[src/rtl/alu_seq_pkg.sv]
// Shared types and constants for the ALU operation sequencer.
package alu_seq_pkg;

  typedef enum logic [2:0] {
    IDLE,
    LOAD,
    EXEC,
    WB,
    DONE
  } state_t;

  localparam logic [1:0] ALU_MUL = 2'b00;
  localparam logic [1:0] ALU_SUB = 2'b01;
  localparam logic [1:0] ALU_AND = 2'b10;
  localparam logic [1:0] ALU_XOR = 2'b11;

  // Bit positions inside the {S,V,C,Z} flag vector.
  localparam int unsigned FLAG_Z = 0;
  localparam int unsigned FLAG_C = 1;
  localparam int unsigned FLAG_V = 2;
  localparam int unsigned FLAG_S = 3;

  // Button vector order is [0]=M, [1]=S, [2]=N, [3]=X; input must be one-hot.
  function automatic logic [1:0] btn_to_sel(input logic [3:0] onehot);
    logic [1:0] sel;
    sel = ALU_MUL;
    unique case (onehot)
      4'b0001: sel = ALU_MUL;
      4'b0010: sel = ALU_SUB;
      4'b0100: sel = ALU_AND;
      4'b1000: sel = ALU_XOR;
      default: sel = ALU_MUL;
    endcase
    return sel;
  endfunction

endpackage

[src/rtl/sync_edge_det.sv]
// Multi-bit synchronizer chain with a registered-previous rising-edge output.
module sync_edge_det #(
  parameter int unsigned WIDTH  = 4,
  parameter int unsigned STAGES = 2
) (
  input  logic             clk,
  input  logic             reset,
  input  logic [WIDTH-1:0] din,
  output logic [WIDTH-1:0] rise
);

  logic [WIDTH-1:0] chain [STAGES];
  logic [WIDTH-1:0] prev;

  // Shift the asynchronous input through the chain and remember the last synchronized value.
  always_ff @(posedge clk) begin
    if (reset) begin
      for (int unsigned i = 0; i < STAGES; i++) chain[i] <= '0;
      prev <= '0;
    end else begin
      chain[0] <= din;
      for (int unsigned i = 1; i < STAGES; i++) chain[i] <= chain[i-1];
      prev <= chain[STAGES-1];
    end
  end

  assign rise = chain[STAGES-1] & ~prev;

endmodule

[src/rtl/alu_op_sequencer.sv]
// Sequences the shared 4-bit ALU: captures operands, holds ALU inputs for a
// settle time and registers result/flags. Optional macro ALU_SEQ_ACCUM_EN adds
// an accum input that takes operand A from the previous result.
module alu_op_sequencer
  import alu_seq_pkg::*;
#(
  parameter int unsigned SETTLE_CYCLES = 1,
  parameter int unsigned SYNC_STAGES   = 2
) (
  input  logic       clk,
  input  logic       reset,
  input  logic [3:0] spi_data,
  input  logic       spi_valid,
  input  logic [1:0] sensor_code,
  input  logic [3:0] op_btn,
  input  logic [7:0] alu_result,
  input  logic [3:0] alu_flags,
`ifdef ALU_SEQ_ACCUM_EN
  input  logic       accum,
`endif
  output logic [3:0] alu_a,
  output logic [3:0] alu_b,
  output logic [1:0] alu_sel,
  output logic [7:0] result_q,
  output logic [3:0] flags_q,
  output logic       busy,
  output logic       done,
  output logic       err,
  output logic       operand_pending,
  output logic [7:0] op_count
);

  localparam logic [3:0] SETTLE_INIT = 4'(SETTLE_CYCLES - 1);

  state_t     state_q, state_d;
  logic [3:0] btn_rise;
  logic [1:0] sensor_sync [SYNC_STAGES];
  logic [1:0] sensor_lvl;
  logic [3:0] hold_q;
  logic [1:0] req_sel_q;
  logic [3:0] cnt_q;
  logic       start;
  logic       operand_ok;
`ifdef ALU_SEQ_ACCUM_EN
  logic       accum_q;
`endif

  sync_edge_det #(
    .WIDTH (4),
    .STAGES(SYNC_STAGES)
  ) u_btn_sync (
    .clk  (clk),
    .reset(reset),
    .din  (op_btn),
    .rise (btn_rise)
  );

  // Sensor needs only its synchronized level, so it gets a plain chain.
  always_ff @(posedge clk) begin
    if (reset) begin
      for (int unsigned i = 0; i < SYNC_STAGES; i++) sensor_sync[i] <= '0;
    end else begin
      sensor_sync[0] <= sensor_code;
      for (int unsigned i = 1; i < SYNC_STAGES; i++) sensor_sync[i] <= sensor_sync[i-1];
    end
  end

  assign sensor_lvl = sensor_sync[SYNC_STAGES-1];

`ifdef ALU_SEQ_ACCUM_EN
  assign operand_ok = accum || operand_pending || spi_valid;
`else
  assign operand_ok = operand_pending || spi_valid;
`endif

  // State register.
  always_ff @(posedge clk) begin
    if (reset) state_q <= IDLE;
    else       state_q <= state_d;
  end

  // Next state, request acceptance/rejection and status outputs.
  always_comb begin
    state_d = state_q;
    start   = 1'b0;
    err     = 1'b0;
    unique case (state_q)
      IDLE: begin
        if (btn_rise != '0) begin
          if ($onehot(btn_rise) && operand_ok) begin
            state_d = LOAD;
            start   = 1'b1;
          end else begin
            err = 1'b1;
          end
        end
      end
      LOAD:    state_d = EXEC;
      EXEC:    if (cnt_q == '0) state_d = WB;
      WB:      state_d = DONE;
      DONE:    state_d = IDLE;
      default: state_d = IDLE;
    endcase
    busy = (state_q != IDLE);
    done = (state_q == DONE);
  end

  // Operand hold, ALU input latches, settle counter and result write-back.
  always_ff @(posedge clk) begin
    if (reset) begin
      hold_q          <= '0;
      operand_pending <= 1'b0;
      req_sel_q       <= '0;
      cnt_q           <= '0;
      alu_a           <= '0;
      alu_b           <= '0;
      alu_sel         <= '0;
      result_q        <= '0;
      flags_q         <= '0;
      op_count        <= '0;
`ifdef ALU_SEQ_ACCUM_EN
      accum_q         <= 1'b0;
`endif
    end else begin
      if (spi_valid) hold_q <= spi_data;

      // A new SPI word in the LOAD cycle stays pending for the next request.
      if (spi_valid) begin
        operand_pending <= 1'b1;
      end else if (state_q == LOAD) begin
`ifdef ALU_SEQ_ACCUM_EN
        if (!accum_q) operand_pending <= 1'b0;
`else
        operand_pending <= 1'b0;
`endif
      end

      if (start) begin
        req_sel_q <= btn_to_sel(btn_rise);
`ifdef ALU_SEQ_ACCUM_EN
        accum_q   <= accum;
`endif
      end

      unique case (state_q)
        LOAD: begin
`ifdef ALU_SEQ_ACCUM_EN
          alu_a <= accum_q ? result_q[3:0] : hold_q;
`else
          alu_a <= hold_q;
`endif
          alu_b   <= {2'b00, sensor_lvl};
          alu_sel <= req_sel_q;
          cnt_q   <= SETTLE_INIT;
        end
        EXEC: begin
          if (cnt_q != '0) cnt_q <= cnt_q - 4'd1;
        end
        WB: begin
          result_q <= alu_result;
          flags_q  <= alu_flags;
          op_count <= op_count + 8'd1;
        end
        default: ;
      endcase
    end
  end

endmodule
[config.mk]
export PLATFORM = sky130hd
export DESIGN_NAME = alu_op_sequencer
export DESIGN_NICKNAME = d
export VERILOG_FILES = /design/src/rtl/alu_seq_pkg.sv /design/src/rtl/sync_edge_det.sv /design/src/rtl/alu_op_sequencer.sv
export SDC_FILE = /design/constraint.sdc
export NUM_CORES = 1
export LEC_CHECK = 0
export BUFFER_PORTS_ARGS = -buffer_cell sky130_fd_sc_hd__clkbuf_2
export CORE_MARGIN = 10
export CORE_UTILIZATION = 45
export CTS_CLUSTER_DIAMETER = 40
export DETAILED_ROUTE_END_ITERATION = 12
export PLACE_DENSITY = 0.67
export SYNTH_ARGS = -nofsm -noshare
export SYNTH_HDL_FRONTEND = slang
export SYNTH_SLANG_ARGS = --single-unit
[constraint.sdc]
create_clock -name clk -period 2.9 [get_ports clk]
set_input_delay 0.29 -clock clk [delete_from_list [all_inputs] [get_ports clk]]
set_output_delay 0.29 -clock clk [all_outputs]
set_load 0.02 [all_outputs]
==> reports/results.tsv <==
metric	value	unit
Sw Share	0.231	
clock-pin slew on the worst setup and hold paths	60	ps
share of post-route cells with drive strength above 1	0.247	
Tcrit/Tclk final	0.911	
startpoint types	flip-flop	
synthesized area per cell	9.03	um2
final net count	336	
total number of vias	1746	
Hold EP	u_btn_sync.chain[0][1]$_SDFF_PP0_	
Root Buffer	clkbuf_8	
WP data required	2610	ps
Final min period	2640	ps
Max-slew headroom	0.402	
CP arrival	2350	ps
First-pass DRT Iterations	4	
Synth Area in Simple Gates	0.252	
post-layout util	0.572	
vias per cell	4.66	
outcome	finished clean	
fin. max-slew vios	0	
max_cap viols	0	
initial antenna violation count	0	
boundary pin count	59	
grt ovf	0	
RSZ-0062 raised after global routing	no	
Critical Path End Type	output port	
Global Route Usage Sum	0.120	
Seq/Total Area, Yosys	0.514	
Post-Place Setup Slack	591	ps
largest net degree at the start of global routing	45	
Sequential Area	0.00116	mm2
most common cell after layout, fill and taps aside	dfxtp_1	
port bufs	56	
post-synthesis adder-cell area fraction	0.0477	
fillcell total	451	
Routability Congestion	0.747	
f_max	378	MHz
clock tree buffer depth	2	
Gate power share	0.077	
post-synthesis compound-gate area fraction	0.0798	
htree depth	3	
Layout area overhead	21.3	%
Setup WS post-layout	257	ps
highest metal used	met4	
drt drc	0	
Post-DP Area	0.00256	mm2
Core ar.	0.00479	mm2
Switch Pwr	375	uW
Finish-stage setup viols	0	
pwr/cell area	592	mW/mm2
clock sink count	58	
synthesized instance count	250	
PostCTS Resize Cnt	0	
WL met2	2040	um
xor and xnor area share after synthesis	0.0310	
Netlist cell types	32	
multi-input logic area	993	um2
Yosys Warn Count	0	
first-pass GRT wire length	8090	um
Worst-Skew Late Latency	320	ps
R2R Path Start	u_btn_sync.prev[3]$_SDFF_PP0_	
Worst-Margin Slew	897	ps
Chip Height	90.8	um
starting DRC count in detailed routing	94	
Sequential Power Share	0.512	
mux share of post-synthesis cell area	0.0266	
depth of the most critical reg-to-reg path	8	
post-CTS setup buffer count	0	
Hold/Removal Path Class	in2reg	
DRT met1 WL	2170	um
CTS tree	done	
# rows	25	
setup slack, reg-to-reg	600	ps
FF+latch count, synth	58	
CTS Hold Bufs	0	
Pleak	0.00119	uW
hold path start	op_btn[1]	
main combinational cell family by area after synthesis	simple AND/OR/NAND/NOR gates	
endpoints failing hold	0	
most frequent cells in the layout	dfxtp_1 (58), clkbuf_2 (56), nand2_1 (50)	
met3 WL post-DR	396	um
Die Wd	90.8	um
internal power	1250	uW
Design Area, Final	0.00274	mm2
Final HPWL DP	3300	um
# diodes	0	
drt total wl	4700	um
hold path cells	2	
Die Area	0.00825	mm2
Worst Skew	5.76	ps
WS Path Type	reg2out	
Mapped Area	0.00226	mm2
clock power share	0.410	
vias in the first global route	1734	
Worst VDD drop	0.378	mV
Setup TNS	0	ps
Num CTS Buffers	9	
Antenna Nets Post-Route	0	
Routed wire per std cell	12.5	um
CP max FO	5	
r2r endpoint	req_sel_q[0]$_SDFFE_PP0P_	
starting density of the core	0.472	
[cell usage after synthesis, drive strengths merged]
cell | count | share of area
ha | 7 | 0.039
or3 | 3 | 0.011
o21ai | 3 | 0.0066
nand2b | 4 | 0.011
conb | 1 | 0.0017
or3b | 2 | 0.0078
xnor2 | 4 | 0.016
nand2 | 50 | 0.083
inv | 6 | 0.010
nand4b | 1 | 0.0039
nor2b | 18 | 0.050
nand3b | 1 | 0.0033
nor3b | 4 | 0.013
nor2 | 14 | 0.023
nor4 | 1 | 0.0094
xor2 | 4 | 0.016
a21o | 1 | 0.0033
nor4bb | 1 | 0.0044
a211oi | 3 | 0.010
mux2i | 6 | 0.027
clkbuf | 12 | 0.020
fa | 1 | 0.0089
buf | 5 | 0.017
nand3 | 3 | 0.0066
dfxtp | 58 | 0.51
a21oi | 27 | 0.060
nand4 | 2 | 0.0055
and3b | 1 | 0.0039
nor3 | 7 | 0.016
[critical path, stage by stage (launching register included)]
cell      delay [ps]
dfxtp_1          300
nand2b_1         170
inv_1             80
fa_1             470
ha_1             190
ha_1             320
nor3_1           250
nor3b_1           80
clkbuf_2         160
[power groups by stage]
stage / Sequential, uW / Clock (uW) / Combinational, uW
finish: 832 / 666 / 125
global route: 834 / 734 / 140
CTS: 831 / 688 / 127
detailed placement: 849 / 0 / 127
global placement: 849 / 0 / 125
floorplan: 847 / 0 / 92.7
[per-stage QoR]
stage	hold WS [ps]	total power (uW)	cells
final	170	1620	375
after global routing	167	1710	375
after floorplan	366	939	251
after CTS	163	1650	375
after global placement	417	974	359
after detailed placement	427	976	359
[flip-flops by register name, indices dropped and copies added, names as in the netlist]
name,count
result_q,8
flags_q,4
alu_a,4
op_count,8
alu_sel,2
alu_b,2
state_q,3
operand_pending,1
cnt_q,4
req_sel_q,2
u_btn_sync.prev,4
sensor_sync,4
u_btn_sync.chain,8
hold_q,4
[worst max path at each step]
stage                                   from  end  depth (start not counted)  slack (ps)
3_5_place_dp   u_btn_sync.prev[3]$_SDFF_PP0_  err                          8         590
6_report       u_btn_sync.prev[3]$_SDFF_PP0_  err                          8         260
4_1_cts        u_btn_sync.prev[3]$_SDFF_PP0_  err                          8         230
2_1_floorplan  u_btn_sync.prev[3]$_SDFF_PP0_  err                          7         520
3_3_place_gp   u_btn_sync.prev[3]$_SDFF_PP0_  err                          8         600
5_1_grt        u_btn_sync.prev[3]$_SDFF_PP0_  err                          8          70
[final cells by class]
type                       instances  share of cell area
multi-input combinational        170               0.363
clock inverter                     2             0.00365
inverter                           6             0.00822
tap                               67              0.0306
clock buffer                      14              0.0630
sequential                        58               0.424
timing repair buffer              58               0.108
[metal layers]
metal	vias up	GRT usage
met5	-	0
met4	0	0.0627
met3	7	0.0673
met2	40	0.174
met1	777	0.137
li1	922	-
[cell families after synthesis]
group | after synthesis
compound gates | 34
xor+xnor | 8
fa+ha+maj | 8
buf+inv | 23
flops | 58
mux | 6
other cells | 1
simple gates | 112
No activity file was read; power rests on OpenSTA's default activity.
